===== config.mk =====
export PLATFORM = sky130hd
export DESIGN_NAME = cache_fill_fsm
export DESIGN_NICKNAME = d
export VERILOG_FILES = /design/src/rtl/cache_fill_fsm.sv
export SDC_FILE = /design/constraint.sdc
export NUM_CORES = 1
export LEC_CHECK = 0
export ABC_AREA = 1
export BUFFER_PORTS_ARGS = -buffer_cell sky130_fd_sc_hd__buf_2
export CORE_MARGIN = 2
export CORE_UTILIZATION = 35
export DETAILED_ROUTE_END_ITERATION = 8
export HOLD_SLACK_MARGIN = 0.1
export PLACE_DENSITY = 0.8
export SLEW_MARGIN = 20
export SYNTH_ARGS = -nofsm -noshare
export SYNTH_HDL_FRONTEND = slang
export SYNTH_SLANG_ARGS = --single-unit

===== constraint.sdc =====
create_clock -name clk -period 1.4 [get_ports clk]
set_input_delay 0.21 -clock clk [delete_from_list [all_inputs] [get_ports clk]]
set_output_delay 0.21 -clock clk [all_outputs]
set_load 0.005 [all_outputs]

===== src/rtl/cache_fill_fsm.sv =====
// ============================================================================
// Module   : cache_fill_fsm
// Purpose  : Cache miss block-fill sequencer and memory4c port arbiter
//            for write-through stores.
// Revision : 1.0 - initial release
// ============================================================================
`default_nettype none

module cache_fill_fsm #(
  parameter int BLOCK_WORDS = 8,
  parameter int ADDR_W      = 16
) (
  input  logic                           clk,
  input  logic                           rst,
  input  logic                           miss_detected,
  input  logic [ADDR_W-1:0]              miss_address,
  input  logic                           store_req,
  input  logic [ADDR_W-1:0]              store_addr,
  input  logic [15:0]                    store_data,
  output logic                           fsm_busy,
  output logic                           store_ack,
  output logic                           write_data_array,
  output logic                           write_tag_array,
  output logic [$clog2(BLOCK_WORDS)-1:0] fill_word,
  output logic [15:0]                    fill_data,
  output logic [ADDR_W-1:0]              memory_address,
  output logic                           memory_enable,
  output logic                           memory_wr,
  output logic [15:0]                    memory_data_in,
  input  logic [15:0]                    memory_data,
  input  logic                           memory_data_valid
);

  localparam int c_IDX_W = $clog2(BLOCK_WORDS);
  localparam int c_CNT_W = c_IDX_W + 1;
  localparam int c_OFF_W = c_IDX_W + 1;  // byte offset bits: two bytes per word

  localparam logic [ADDR_W-1:0]  c_OFF_MASK = ADDR_W'((1 << c_OFF_W) - 1);
  localparam logic [c_CNT_W-1:0] c_WORDS    = c_CNT_W'(BLOCK_WORDS);
  localparam logic [c_IDX_W-1:0] c_LAST     = c_IDX_W'(BLOCK_WORDS - 1);

  typedef enum logic [1:0] {
    S_IDLE  = 2'd0,
    S_FILL  = 2'd1,
    S_STORE = 2'd2
  } state_t;

  state_t               r_state;
  state_t               w_state_nxt;
  logic [c_CNT_W-1:0]   r_issue_cnt;
  logic [c_CNT_W-1:0]   w_issue_cnt_nxt;
  logic [c_IDX_W-1:0]   r_recv_cnt;
  logic [c_IDX_W-1:0]   w_recv_cnt_nxt;
  logic [ADDR_W-1:0]    r_base;
  logic [ADDR_W-1:0]    w_base_nxt;

  always_ff @(posedge clk or posedge rst) begin
    if (rst) begin
      r_state     <= S_IDLE;
      r_issue_cnt <= '0;
      r_recv_cnt  <= '0;
      r_base      <= '0;
    end else begin
      r_state     <= w_state_nxt;
      r_issue_cnt <= w_issue_cnt_nxt;
      r_recv_cnt  <= w_recv_cnt_nxt;
      r_base      <= w_base_nxt;
    end
  end

  always_comb begin
    w_state_nxt      = r_state;
    w_issue_cnt_nxt  = r_issue_cnt;
    w_recv_cnt_nxt   = r_recv_cnt;
    w_base_nxt       = r_base;
    fsm_busy         = 1'b0;
    store_ack        = 1'b0;
    write_data_array = 1'b0;
    write_tag_array  = 1'b0;
    fill_word        = '0;
    fill_data        = '0;
    memory_address   = '0;
    memory_enable    = 1'b0;
    memory_wr        = 1'b0;
    memory_data_in   = '0;

    case (r_state)
      S_IDLE: begin
        // A miss wins over a simultaneous store; the store remains pending.
        if (miss_detected) begin
          w_base_nxt      = miss_address & ~c_OFF_MASK;
          w_issue_cnt_nxt = '0;
          w_recv_cnt_nxt  = '0;
          w_state_nxt     = S_FILL;
        end else if (store_req) begin
          w_state_nxt = S_STORE;
        end
      end

      S_FILL: begin
        fsm_busy = 1'b1;
        if (r_issue_cnt < c_WORDS) begin
          memory_enable   = 1'b1;
          memory_address  = r_base + ADDR_W'({r_issue_cnt, 1'b0});
          w_issue_cnt_nxt = r_issue_cnt + 1'b1;
        end
        // Completion tracks returned words only, independent of latency.
        if (memory_data_valid) begin
          write_data_array = 1'b1;
          fill_word        = r_recv_cnt;
          fill_data        = memory_data;
          w_recv_cnt_nxt   = r_recv_cnt + 1'b1;
          if (r_recv_cnt == c_LAST) begin
            write_tag_array = 1'b1;
            w_state_nxt     = S_IDLE;
          end
        end
      end

      S_STORE: begin
        memory_enable  = 1'b1;
        memory_wr      = 1'b1;
        memory_address = store_addr;
        memory_data_in = store_data;
        store_ack      = 1'b1;
        w_state_nxt    = S_IDLE;
      end

      default: begin
        w_state_nxt = S_IDLE;
      end
    endcase
  end

endmodule

`default_nettype wire


# Word-level counts from Yosys, hierarchy flattened
# Index checks and enable logic that the tools add are counted.
[word_totals]
register_bits = 21
inputBits = 69
wordCells = 49
output_inout_bits = 57
[classes]
addsub = 3
muxes = 27
order_cmp = 1
eq_ne = 8
reduce_logical = 6
[op_table]
columns = ["cell", "n"]
rows = [
  ["two-way mux 16 bit", 4],
  ["one-hot mux 16 bit (2 select lines)", 1],
  ["adder 16 x 5 -> 16 bit", 1],
  ["two-way mux 3 bit", 4],
  ["AND reduction 3 bit", 3],
  ["two-way mux 1 bit", 8],
  ["two-way mux 2 bit", 4],
  ["two-way mux 4 bit", 2],
  ["inequality test 2 bit (second input constant)", 4],
  ["one-hot mux 4 bit (2 select lines)", 1],
  ["one-hot mux 3 bit (2 select lines)", 1],
  ["adder 4 x 1 -> 4 bit (second input constant)", 1],
  ["< comparator 4 bit (second input constant)", 1],
  ["one-hot mux 2 bit (2 select lines)", 1],
  ["adder 3 x 1 -> 3 bit (second input constant)", 1],
  ["== test 3 bit (second input constant)", 1],
  ["inequality test 3 bit (second input constant)", 1],
  ["== test 2 x 1 -> 1 bit (second input constant)", 1],
  ["== test 2 bit (second input constant)", 1],
  ["zero test 2 bit", 1],
  ["one-hot mux 1 bit (2 select lines)", 1],
  ["AND reduction 2 bit", 1],
  ["nonzero test 2 bit", 1],
]

# Longest topological paths before layout
# Gate-level depths: netlist of run 1.
[depth]
ltp_word = 4
mapped_depth = 8
depth_no_buf = 8

# Least setup slack after synthesis of run 1
# Ideal clock, no wire load.
[synth_path]
path_kind = "flip-flop to output port"
startpoint = "register r_state[1]"
endpoint = "output fill_data[10]"
stages_incl_launch_ff = 7
path_buffers = 2
slack_ns = 0.002
arrival_time_ns = 1.188
required_ns = 1.190
cell_sequence = "dfrtp_1 > inv_1 > ha_1 > nand2_1 > buf_6 > buf_6 > nor2_1"
[synth_via]
elab_chain_len = 2
[synth_lines]
columns = ["item", "line_no", "rtl"]
rows = [
  ["start, declared", "48", "state_t r_state;"],
  ["start signal, assigned", "64", "r_state <= w_state_nxt;"],
  ["== test 2 x 1 -> 1 bit", "87", "case (r_state)"],
  ["two-way mux 16 bit", "87", ""],
  ["end, declared", "25", "output logic [15:0] fill_data,"],
]
# Every way passes these cells.

# Final worst setup path of run 1
[layout_path]
startpoint = "register r_state[0]"
endpoint = "output memory_address[8]"
[layout_via]
elab_chain_len = 2
word_cells_on_any_way = 3
classes_between = "2 x eq/ne; 1 x mux"
[layout_lines]
columns = ["item", "line_no", "rtl"]
rows = [
  ["== test 2 bit / == test 2 x 1 -> 1 bit (equally long branches)", "87", ""],
  ["one-hot mux 16 bit (2 select lines) (*)", "87", ""],
  ["end, declared", "26", "output logic [ADDR_W-1:0] memory_address,"],
]
# Mark *: on every way between the ends. The rest lies on a longest branch, timed or not.

==> impl_metrics.ini, run 1 <==
[min_path]
hold_end = r_base[6]$_DFFE_PP0P_
hold_depth = 3
min_path_type = in -> reg
min_from = miss_address[6]

[sta]
min_period_ns = 1.75
slew_viol_final = 0
hold_viol_final = 0
clock_skew_ns = 0.000601
max_freq_ghz = 0.571
hold_ws_ns = 0.136
timing.final.ws_setup_ns = -0.351
worst_pin_slew_ns = 0.261
rsz0062_at_grt = true
period_share_pct = 125
slew_headroom_pct = 82.6
setup_violations = 58

[global_route]
grtUsageMet3_pct = 4.65
grt_pass1_wl_mm = 8.44
overflow = 0
antenna_found_initial = 0
grt_max_degree = 22
met2_usage_pct = 40.9
groute.usage.overall_pct = 21.2
busiest_layer = met2
grt_pass1_vias = 1905
use_met1_pct = 22.4

[critical_path]
worst_r2r_path_depth = 8
crit_type = reg -> out
required_ns = 1.19
arrival_ns = 1.54
cp_max_fo = 5
worst_setup_path_start_kind = register
rr_startpoint = r_state[0]$_DFFE_PP0P_
r2r_setup_slack_ns = -0.03
r2r-end = r_issue_cnt[3]$_DFFE_PP0P_
end_kind = output pin

[routing]
avgViaCountPerCell = 4.65
via_count = 2010
wl_per_cell_um = 13.2
antenna_left = 0
firstDrtPassIters = 5
first_iter_violations = 67
drc = 0
postRouteWirelength_mm = 5.68

[synthesis]
synth_nets = 318
mappedNetlistArea_um2 = 1500
synth_top_area_share_pct = 35.1
seq_area_frac_synth_pct = 35.1
yosys.area.top_type = dfrtp_1
synth_seq_cells = 21
synth_cell_types = 17
yosysWarnings = 0
synth.area.top_cells = dfrtp_1 35%, nand2_1 25%, inv_1 12%, nor2_1 5.8%, a21oi_1 5.7%
syn_area_per_cell_um2 = 6.16
synth_cells = 243

[job]
cap_violations = 0

[cells_and_area]
fin_util_pct = 69.7
drive_gt1_share_pct = 57.9
areaGrowthSynthToFinish_pct = 88.8
fin_cells = 432
fin_nets = 458
n_antenna_cell = 0

[floorplan]
die-height_um = 69.4
core_area_um2 = 4060
initial_core_util_pct = 36.9
io_pins = 126
die_w_um = 69.4
num_rows = 23
dieArea_um2 = 4820

[clock_tree]
path_clk_slew_ns = 0.07
cts-root-buf = clkbuf_8
clk_path_buf_depth = 2
clk_latency_ns = 0.26
htreeDepth = 1
cts_tree = yes
numCtsBuffers = 3
cts_sinks = 21

[placement]
gp_congestion = 0.759
dp_cells = 414
dp_hpwl_mm = 3.42
port-buffer-count = 121

[run_status]
status = complete, but fails checks
failed_checks = negative setup slack

[power]
ir_drop_v = 0.00130
p_per_area_nw_per_um2 = 1710
leakagePower_nw = 1.77
-- worst max-delay path by stage --
stage | start | endpoint | slack (ns) | depth (start not counted)
4_1_cts | r_state[0]$_DFFE_PP0P_ | memory_address[7] | -0.30 | 7
2_1_floorplan | r_state[1]$_DFFE_PP0P_ | fill_data[10] | 0.002 | 6
3_5_place_dp | r_state[1]$_DFFE_PP0P_ | memory_address[2] | -0.12 | 7
3_3_place_gp | r_state[1]$_DFFE_PP0P_ | memory_address[2] | -0.11 | 7
5_1_grt | r_state[0]$_DFFE_PP0P_ | memory_address[8] | -0.40 | 7
6_report | r_state[0]$_DFFE_PP0P_ | memory_address[8] | -0.35 | 7
-- repair_timing --
action                                  in CTS  in global routing
pin swaps                                   16                 10
endpoints found under the hold margin       21                  0
gates resized for setup                     65                 49
setup buffers                                5                  2
hold buffers                                 1                  0
gates cloned                                 6                  2
endpoints found under the setup margin      63                 75
-- flip-flops by register name, summed over array words and instances (netlist names) --
| name | flops |
|---|---|
| r_base | 12 |
| r_issue_cnt | 4 |
| r_recv_cnt | 3 |
| r_state | 2 |
-- layer usage --
layer | wire (um) | part of all wire (%)
met1 | 2030 | 36
met2 | 3180 | 56
met3 | 366 | 6.4
met4 | 107 | 1.9
met5 | 0 | 0
-- area by class of cell --
cell class / instances / area [um^2]
tap: 50 / 62.6
fill: 308 / 1230
timing repair buffer: 144 / 990
timing repair inverter: 2 / 16.3
clock buffer: 3 / 41.3
multi-input combinational: 163 / 990
clock inverter: 1 / 5.00
sequential: 21 / 527
inverter: 48 / 196
-- synth_stat cells, drive strengths merged --
master	number
buf	10
nand2	101
a21oi	17
dfrtp	21
clkinv	1
or2	1
ha	6
inv	47
o21ai	7
nand3	7
nor2	24
clkbuf	1
-- layout by cell type (no fill, tap or decap), drive strengths merged, types with 2 or more instances in the layout --
cell type,count
clkbuf,4
clkinv,3
ha,6
inv,46
dfrtp,21
nand2,101
nand3,7
a21oi,17
o21ai,7
clkinvlp,2
nor2,24
buf,142
-- through the flow --
| stage | instance area, um^2 | power (mW) | TNS (ns) | setup WS (ns) |
|---|---|---|---|---|
| 2_1_floorplan | 1500 | 2.12 | 0 | 0.00156 |
| 3_3_place_gp | 2220 | 2.91 | -1.33 | -0.113 |
| 3_5_place_dp | 2220 | 2.98 | -1.73 | -0.123 |
| 4_1_cts | 2650 | 4.38 | -13.82 | -0.296 |
| 5_1_grt | 2830 | 5.17 | -18.01 | -0.395 |
| 6_report | 2830 | 4.82 | -14.75 | -0.351 |
-- kinds of logic after synthesis --
kind of cell	synth area share [%]
compound gates	8.02
fa+ha+maj	5.01
buf+inv	17.3
flops	35.1
simple gates	34.6
-- report_power, final --
part	internal (mW)	switching, mW	leakage [nW]	total, mW
combinational	1.67	1.75	1.47	3.42
sequential	0.846	0.163	0.268	1.01
clock	0.198	0.198	0.0255	0.396
-- critical path, cell delays in order, from the launching register on --
cell and delay (ns):
dfrtp_2 0.43, inv_2 0.11, ha_4 0.17, buf_12 0.12, buf_8 0.12, nand2_2 0.06, a21oi_2 0.14, buf_2 0.13
No activity file was read; power rests on OpenSTA's default activity.
==> inputs of run 2 (changes only) <==
Settings changed: PLACE_DENSITY 0.8 to 0.77.
==> run 2 against run 1 <==
Net effect:
- the flow still finishes with violations (negative setup slack)
- clock power is 9.8% higher
- sequential share of layout area shrank 0.77 points
- clock skew increased by 0.0080 ns
- flip-flop and latch count did not move
- fmax down 1.6%
- critical path depth shrank 1
- largest cell class is now non-clock buffers
- highest routed layer unchanged
==> impl_metrics.ini, run 2 (synthesized netlist as in run 1, its figures left out) <==
[run_status]
status = complete, but fails checks
failed_checks = negative setup slack

[floorplan]
core_area_um2 = 4060
num_rows = 23
die_w_um = 69.4
initial_core_util_pct = 36.9
dieArea_um2 = 4820
io_pins = 126
die-height_um = 69.4

[critical_path]
critical_path.top_delay_family = buffers and inverters
crit_path_cell_trace = buf_4 -> ha_4 -> nand2_4 -> clkbuf_16 -> nor2_1 -> buf_2
r2r_setup_slack_ns = -0.07
slowest_delay_ns = 0.39
path_buf_inv = 3
crit_type = reg -> out
required_ns = 1.19
worst_setup_path_start_kind = register
cp_max_fo = 5
end_kind = output pin
slowest_stage = dfrtp_1
arrival_ns = 1.57

[routing]
firstDrtPassIters = 4
via_count = 2014
antenna_left = 0
wl_per_cell_um = 13.6
drc = 0
postRouteWirelength_mm = 5.85
first_iter_violations = 47
avgViaCountPerCell = 4.66

[cells_and_area]
drive_gt1_share_pct = 59.9
largest_reg_flops = 12
n_antenna_cell = 0
fin_nets = 458
regMostFlops = r_base
fillers = 309
stdcell_area_um2 = 2940
final_cell_mix = 114 x buf_2, 69 x nand2_1, 29 x inv_1
reg.largest.list = r_base (12), r_issue_cnt (4), r_recv_cnt (3)
areaGrowthSynthToFinish_pct = 96.5
final_common_cell = buf_2

[placement]
postPlaceCellArea_um2 = 2190
port-buffer-count = 121
dp_hpwl_mm = 3.20
gp_congestion = 0.777

[clock_tree]
numCtsBuffers = 3
path_clk_slew_ns = 0.09
clk_latency_ns = 0.28
cts_sinks = 21
clk_path_buf_depth = 2
htreeDepth = 1
cts_tree = yes
cts-root-buf = clkbuf_8

[sta]
hold_viol_final = 0
clock_skew_ns = 0.00858
worst_pin_slew_ns = 0.273
tns_ns = -16.36
rsz0062_at_grt = true
period_share_pct = 127
setup_violations = 64
slew_headroom_pct = 81.8
slew_viol_final = 0
max_freq_ghz = 0.562
min_period_ns = 1.78
timing.final.ws_setup_ns = -0.379

[power]
ir_drop_v = 0.000986
p_per_area_nw_per_um2 = 1730
leakagePower_nw = 1.79

[min_path]
min_path_type = in -> reg

[global_route]
grt_pass1_wl_mm = 8.69
overflow = 0
antenna_found_initial = 0
groute.usage.overall_pct = 22.0
grt_pass1_vias = 1948
grt_max_degree = 22

[job]
cap_violations = 0
-- run 2: cell types whose count changed in the layout (fill, tap and decap cells not counted), moves of 4 or more --
cell,delta
inv_2,+5
buf_2,-4
inv_1,-4
nand2_2,-4
-- run 2: through the flow --
stage                     total power, mW  hold slack, ns  cells  worst slack, ns  utilization [%]
after CTS                            4.53           0.122    429           -0.312             66.4
after global placement               2.85           0.254    412           -0.101             54.1
after detailed placement             2.90           0.258    412          -0.0997             54.1
after global routing                 5.42           0.127    432           -0.427             72.5
after floorplan                      2.12           0.187    243          0.00156                -
final                                5.09           0.116    432           -0.379             72.5
-- run 2: final cells by class --
cell class,instances,area [um^2],share of cell area [%]
Timing Repair Buffer,144,1060,36.1
Clock inverter,1,7.51,0.255
Tap cell,50,62.6,2.13
Inverter,48,196,6.68
Clock buffer,3,41.3,1.40
Timing Repair inverter,2,16.3,0.553
Sequential cell,21,526,17.9
Multi-Input combinational cell,163,1030,35.0
-- run 2: report_power, final --
part	total [mW]	internal, mW	switching [mW]	leakage [nW]
logic	3.65	1.81	1.84	1.50
clock network	0.435	0.202	0.233	0.0217
registers	1.00	0.843	0.160	0.270
total	5.09	2.86	2.23	1.79
-- run 2: routing by layer --
layer / share of wire, % / GRT usage, % / wire length, um
met5: 0 / 0 / 0
met1: 37 / 25.3 / 2160
met4: 2.1 / 11.3 / 121
met3: 6.2 / 2.62 / 365
met2: 55 / 39.7 / 3210
-- run 2: final timing paths --
kind | start | endpoint | depth (start not counted)
max | r_state[0]$_DFFE_PP0P_ | fill_word[2] | 6
min | miss_address[11] | r_base[11]$_DFFE_PP0P_ | 3
max reg2reg | r_state[0]$_DFFE_PP0P_ | r_issue_cnt[2]$_DFFE_PP0P_ | 9
min reg2reg | r_base[15]$_DFFE_PP0P_ | r_base[15]$_DFFE_PP0P_ | 2
max in group asynchronous | rst | r_issue_cnt[1]$_DFFE_PP0P_ | 4
min in group asynchronous | rst | r_base[6]$_DFFE_PP0P_ | 4
-- run 2: timing repair --
item / in CTS / in global routing
hold buffers: 1 / 0
gates resized for setup: 73 / 56
gates cloned: 8 / 3
endpoints found under the setup margin: 61 / 78
endpoints found under the hold margin: 21 / 0
pin swaps: 7 / 19
setup buffers: 5 / 0
-- run 2: worst register-to-register path, delay by kind of cell (launching register included) --
kind / cells / cell delay, ns
flops: 1 / 0.41
fa+ha+maj: 1 / 0.19
buf+inv: 3 / 0.40
compound gates: 1 / 0.08
simple gates: 4 / 0.27
